--- config.mk ---
export PLATFORM = sky130hd
export DESIGN_NAME = vx_tcu_seqdiv_flat
export DESIGN_NICKNAME = d
export VERILOG_FILES = /design/src/rtl/vx_tcu_seqdiv_if.sv /design/src/rtl/vx_tcu_seqdiv.sv /design/src/flat_wrapper.sv
export SDC_FILE = /design/constraint.sdc
export NUM_CORES = 1
export LEC_CHECK = 0
export ABC_AREA = 1
export CAP_MARGIN = 20
export CORE_MARGIN = 4
export CORE_UTILIZATION = 50
export CTS_CLUSTER_DIAMETER = 40
export DETAILED_ROUTE_END_ITERATION = 7
export PLACE_DENSITY = 0.79
export SKIP_CTS_REPAIR_TIMING = 1
export SYNTH_ARGS = -nofsm -noshare
export SYNTH_HDL_FRONTEND = slang
export SYNTH_SLANG_ARGS = --single-unit
--- constraint.sdc ---
create_clock -name clk -period 2 [get_ports clk]
set_clock_uncertainty 0.1 [all_clocks]
set_input_delay 0.6 -clock clk [delete_from_list [all_inputs] [get_ports clk]]
set_output_delay 0.6 -clock clk [all_outputs]
set_load 0.005 [all_outputs]
--- src/rtl/vx_tcu_seqdiv_if.sv ---
// Operand/result handshake bundle for the sequential unsigned divider.
// The master issues 2N/N-bit operand requests; the slave returns an N-bit quotient, remainder and flags.
interface vx_tcu_seqdiv_if #(
   parameter int N = 4
);
   logic           valid_in;
   logic           ready_in;
   logic [2*N-1:0] dividend;
   logic [N-1:0]   divisor;
   logic           valid_out;
   logic           ready_out;
   logic [N-1:0]   quotient;
   logic [N-1:0]   remainder;
   logic           div_zero;
   logic           overflow;

   modport master (
      output valid_in, dividend, divisor, ready_out,
      input  ready_in, valid_out, quotient, remainder, div_zero, overflow
   );

   modport slave (
      input  valid_in, dividend, divisor, ready_out,
      output ready_in, valid_out, quotient, remainder, div_zero, overflow
   );
endinterface

--- src/rtl/vx_tcu_seqdiv.sv ---
// Restoring sequential divider, 2N/N -> N quotient + N remainder, one quotient bit per cycle.
// Latency N+1 cycles (1 for divide-by-zero/overflow); result held in DONE until ready_out.
module vx_tcu_seqdiv #(
   parameter int N = 4
) (
   input logic            clk,
   input logic            reset_n,
   vx_tcu_seqdiv_if.slave bus
);
   localparam int CW = $clog2(N);

   typedef enum logic [1:0] {IDLE = 2'd0, BUSY = 2'd1, DONE = 2'd2} state_t;

   state_t         r_state;
   state_t         w_state_nxt;
   logic [N-1:0]   r_div;
   logic [N-1:0]   r_rem;
   logic [N-1:0]   r_shq;
   logic [CW-1:0]  r_cnt;
   logic           r_dz;
   logic           r_ov;

   logic           w_accept;
   logic           w_div0;
   logic           w_ovf;
   logic           w_ge;
   logic [N:0]     w_trial;
   logic [N-1:0]   w_sub;
   logic [N-1:0]   w_hi;
   logic [N-1:0]   w_lo;

   assign w_hi     = bus.dividend[2*N-1:N];
   assign w_lo     = bus.dividend[N-1:0];
   assign w_accept = (r_state == IDLE) && bus.valid_in;
   assign w_div0   = (bus.divisor == '0);
   assign w_ovf    = !w_div0 && (w_hi >= bus.divisor);

   // Difference fits in N bits whenever it is used, since the partial remainder stays below the divisor.
   assign w_trial  = {r_rem, r_shq[N-1]};
   assign w_ge     = (w_trial >= {1'b0, r_div});
   assign w_sub    = {r_rem[N-2:0], r_shq[N-1]} - r_div;

   always_ff @(posedge clk or negedge reset_n) begin
      if (!reset_n) begin
         r_state <= IDLE;
      end else begin
         r_state <= w_state_nxt;
      end
   end

   always_comb begin
      w_state_nxt   = r_state;
      bus.ready_in  = 1'b0;
      bus.valid_out = 1'b0;
      case (r_state)
         IDLE: begin
            bus.ready_in = 1'b1;
            if (bus.valid_in) begin
               w_state_nxt = (w_div0 || w_ovf) ? DONE : BUSY;
            end
         end
         BUSY: begin
            if (r_cnt == '0) begin
               w_state_nxt = DONE;
            end
         end
         DONE: begin
            bus.valid_out = 1'b1;
            if (bus.ready_out) begin
               w_state_nxt = IDLE;
            end
         end
         default: w_state_nxt = IDLE;
      endcase
   end

   // r_shq starts as the dividend low half and fills with quotient bits from the LSB.
   always_ff @(posedge clk or negedge reset_n) begin
      if (!reset_n) begin
         r_div <= '0;
         r_rem <= '0;
         r_shq <= '0;
         r_cnt <= '0;
         r_dz  <= 1'b0;
         r_ov  <= 1'b0;
      end else if (w_accept) begin
         r_div <= bus.divisor;
         r_dz  <= w_div0;
         r_ov  <= w_ovf;
         if (w_div0 || w_ovf) begin
            r_shq <= '1;
            r_rem <= w_lo;
            r_cnt <= '0;
         end else begin
            r_shq <= w_lo;
            r_rem <= w_hi;
            r_cnt <= CW'(N - 1);
         end
      end else if (r_state == BUSY) begin
         r_rem <= w_ge ? w_sub : w_trial[N-1:0];
         r_shq <= {r_shq[N-2:0], w_ge};
         if (r_cnt != '0) begin
            r_cnt <= r_cnt - CW'(1);
         end
      end
   end

   assign bus.quotient  = r_shq;
   assign bus.remainder = r_rem;
   assign bus.div_zero  = r_dz;
   assign bus.overflow  = r_ov;
endmodule

--- src/flat_wrapper.sv ---
// flat-port wrapper written by rule: the top's interface ports become plain ports
module vx_tcu_seqdiv_flat 
#(
   parameter int N = 4
)
  (clk, reset_n, bus_valid_in, bus_dividend, bus_divisor, bus_ready_out, bus_ready_in, bus_valid_out, bus_quotient, bus_remainder, bus_div_zero, bus_overflow);
  vx_tcu_seqdiv_if #(.N(N)) bus_i ();
  input logic clk;
  input logic reset_n;
  input wire logic [$bits(bus_i.valid_in)-1:0] bus_valid_in;
  input wire logic [$bits(bus_i.dividend)-1:0] bus_dividend;
  input wire logic [$bits(bus_i.divisor)-1:0] bus_divisor;
  input wire logic [$bits(bus_i.ready_out)-1:0] bus_ready_out;
  output wire logic [$bits(bus_i.ready_in)-1:0] bus_ready_in;
  output wire logic [$bits(bus_i.valid_out)-1:0] bus_valid_out;
  output wire logic [$bits(bus_i.quotient)-1:0] bus_quotient;
  output wire logic [$bits(bus_i.remainder)-1:0] bus_remainder;
  output wire logic [$bits(bus_i.div_zero)-1:0] bus_div_zero;
  output wire logic [$bits(bus_i.overflow)-1:0] bus_overflow;
  assign bus_i.valid_in = bus_valid_in;
  assign bus_i.dividend = bus_dividend;
  assign bus_i.divisor = bus_divisor;
  assign bus_i.ready_out = bus_ready_out;
  assign bus_ready_in = bus_i.ready_in;
  assign bus_valid_out = bus_i.valid_out;
  assign bus_quotient = bus_i.quotient;
  assign bus_remainder = bus_i.remainder;
  assign bus_div_zero = bus_i.div_zero;
  assign bus_overflow = bus_i.overflow;
  vx_tcu_seqdiv #(.N(N)) u_core (.clk(clk), .reset_n(reset_n), .bus(bus_i));
endmodule
==> reports/metrics.cfg <==
[detailed_routing]
vias_per_cell = 5.25
drtIter0Drc = 34
wl_per_cell_um = 13.4
drtPass1Iterations = 4
vias = 1286
drtAntennaViolNets = 0
wirelength_mm = 3.28
drc = 0

[yosys]
synth_nets = 191
synthFlopType = dfrtp_1
synth_top_area_share_pct = 36.3
yosys-top-cells-area = dfrtp_1 36%, nand2_1 13%, ha_1 9.1%
yosysWarnings = 0
netlist_instances = 165
synth_cell_types = 30
ys_ff_latch = 18
ys_seq_area_share_pct = 36.3
avgSynthCellArea_um2 = 7.53
synth_area_um2 = 1240
synth_edf_count = 0
yosys.area.top_type = dfrtp_1
async_reset_ff_share_pct = 100

[cts]
clock_sinks = 18
htreeDepth = 1
cts-buffers-inserted = 3
ctsRootBufferMaster = clkbuf_4
cts_buffer_depth = 2
clk_latency_ns = 0.31
clk_pin_slew_ns = 0.11
cts_tree = built

[setup_path]
crit_path_start = u_core.bus.remainder[1]
arrival_ns = 1.25
r2r-start = u_core.bus.remainder[1]
cpPeakStageDelay_ns = 0.53
crit_type = flip-flop to output port
cp_max_fo = 4
cp.depth = 1
slowest_stage = clkdlybuf4s50_1
cp-start-kind = flip-flop
critical-path-top-delay-family = buffers and inverters
reg2reg_depth = 9
worstPathRequired_ns = 1.30
path_cells = clkdlybuf4s50_1
end_kind = output port
path_buf_inv = 1

[final_layout]
diodes = 0
fin_area_um2 = 1830
final_common_cell = nand2_1
final_cell_mix = 40 x nand2_1, 22 x buf_4, 21 x inv_1, 21 x clkdlybuf4s50_1, 16 x dfrtp_1
drive_gt1_share_pct = 24.9
syn2layout_area_growth_pct = 46.9
finalNetCount = 244

[global_route]
grt_overflow = 0
grt_pass1_vias = 1195
grt_antenna_before_repair = 0
grtUsageTotal_pct = 19.7
grt_max_degree = 19
grt_pass1_wl_mm = 5.15

[power]
clockPowerShare_pct = 9.1
p_leak_nw = 0.981
ir_worst_vdd_mv = 1.16
p_comb_share_pct = 64.0
switching_share_pct = 42.6
seqPwrFrac_pct = 26.9
p_sw_w = 0.00111
p_int_w = 0.00150
power_density_nw_per_um2 = 1430

[place]
io_buffers = 27
place_area_um2 = 1670
gp_congestion = 0.803
dp_hpwl_mm = 2.47

[floorplanning]
placementRows = 17
boundaryPins = 28
die_y_um = 57.9
die_area_um2 = 3350
die_w_um = 57.9
start_util_pct = 54.1
core-area_um2 = 2300

[timing]
setup_violations = 0
fin_crit_ns = 1.95
worstMarginPinSlew_ns = 0.304
hold_viol_final = 0
period_share_pct = 97.7
holdWs_ns = 0.409
slew_violations = 0
max_freq_mhz = 512
slew-limit-headroom_pct = 79.5

[worst_hold_path]
min_from = u_core.bus.overflow
min_path_type = flip-flop to flip-flop
min_path_cells = 2

[flow_run]
cap_violations = 0

[status]
status = completed

==> Yosys cell counts (2+ instances only) <==
cell      instances
a21oi_1           4
dfrtp_1          18
ha_1              9
inv_1            24
inv_2             6
nand2_1          43
nand3_1          12
nand3b_1          3
nand4_1           4
nor2_1            9
nor2_4            2
o21ai_0           2
o21ai_1          12
==> worst paths after layout <==
check / end / slack [ns]
worst min-delay path: u_core.bus.overflow / 0.41
min in group asynchronous: u_core.bus.remainder[0] / 0.50
worst min register to register: u_core.bus.overflow / 0.41
max in group asynchronous: u_core.r_state[1] / 1.08
worst max-delay path: bus_remainder[1] / 0.05
worst max register to register: u_core.bus.remainder[2] / 0.19
==> layout make-up <==
type,count,area (um2)
Inverter,30,113
Sequential cell,18,453
Clock buffer,4,36.3
Multi-Input combinational cell,115,727
Timing Repair Buffer,50,462
Tap cell,28,35.0
Fill cell,160,472
==> power groups by stage <==
stage          clock, W  sequential [W]  combinational, W
6_report       0.000238        0.000701           0.00167
5_1_grt        0.000257        0.000727           0.00189
4_1_cts        0.000245        0.000696           0.00158
3_5_place_dp          0        0.000703           0.00158
3_3_place_gp          0        0.000694           0.00151
2_1_floorplan         0        0.000681          0.000975
==> cell families after synthesis <==
kind of cell               after synthesis  share of synthesized area [%]
adders and majority gates               10                           10.7
DFF                                     18                           36.3
xor gates and xnor gates                 1                          0.705
AOI/OAI and AO/OA                       25                           11.9
and+or+nand+nor                         79                           30.1
buffers and inverters                   32                           10.4
==> through the flow <==
step	utilization (%)	setup WS [ns]	total power, W	instances	TNS (ns)
floorplan	-	0.0179	0.00166	165	0
global placement	72.9	-0.375	0.00221	237	-4.01
detailed placement	72.9	-0.472	0.00228	237	-5.24
CTS	74.5	-0.211	0.00252	241	-1.40
global route	79.5	-0.0135	0.00287	245	-0.0183
finish	79.5	0.0467	0.00261	245	0
==> sequential cells by signal (all words and copies together), names as in the netlist <==
name                  flops
u_core.bus.div_zero       1
u_core.bus.overflow       1
u_core.bus.quotient       4
u_core.bus.remainder      4
u_core.r_cnt              2
u_core.r_div              4
u_core.r_state            2
==> worst register-to-register path: cells and delay by family (launching register included) <==
| family | cells | cell delay (ns) |
|---|---|---|
| adder cells (fa/ha/maj) | 1 | 0.37 |
| flip-flops | 1 | 0.44 |
| AO/OA/AOI/OAI | 2 | 0.26 |
| AND/OR/NAND/NOR | 6 | 0.53 |
==> routing by layer <==
layer / wire length [um] / global-route usage [%] / up-vias
met2: 1670 / 33.7 / 41
met5: 0 / 0 / -
li1: - / - / 636
met1: 1400 / 24.4 / 604
met4: 61 / 9.93 / 0
met3: 150 / 2.23 / 5
(Power assumes the default switching activity.)
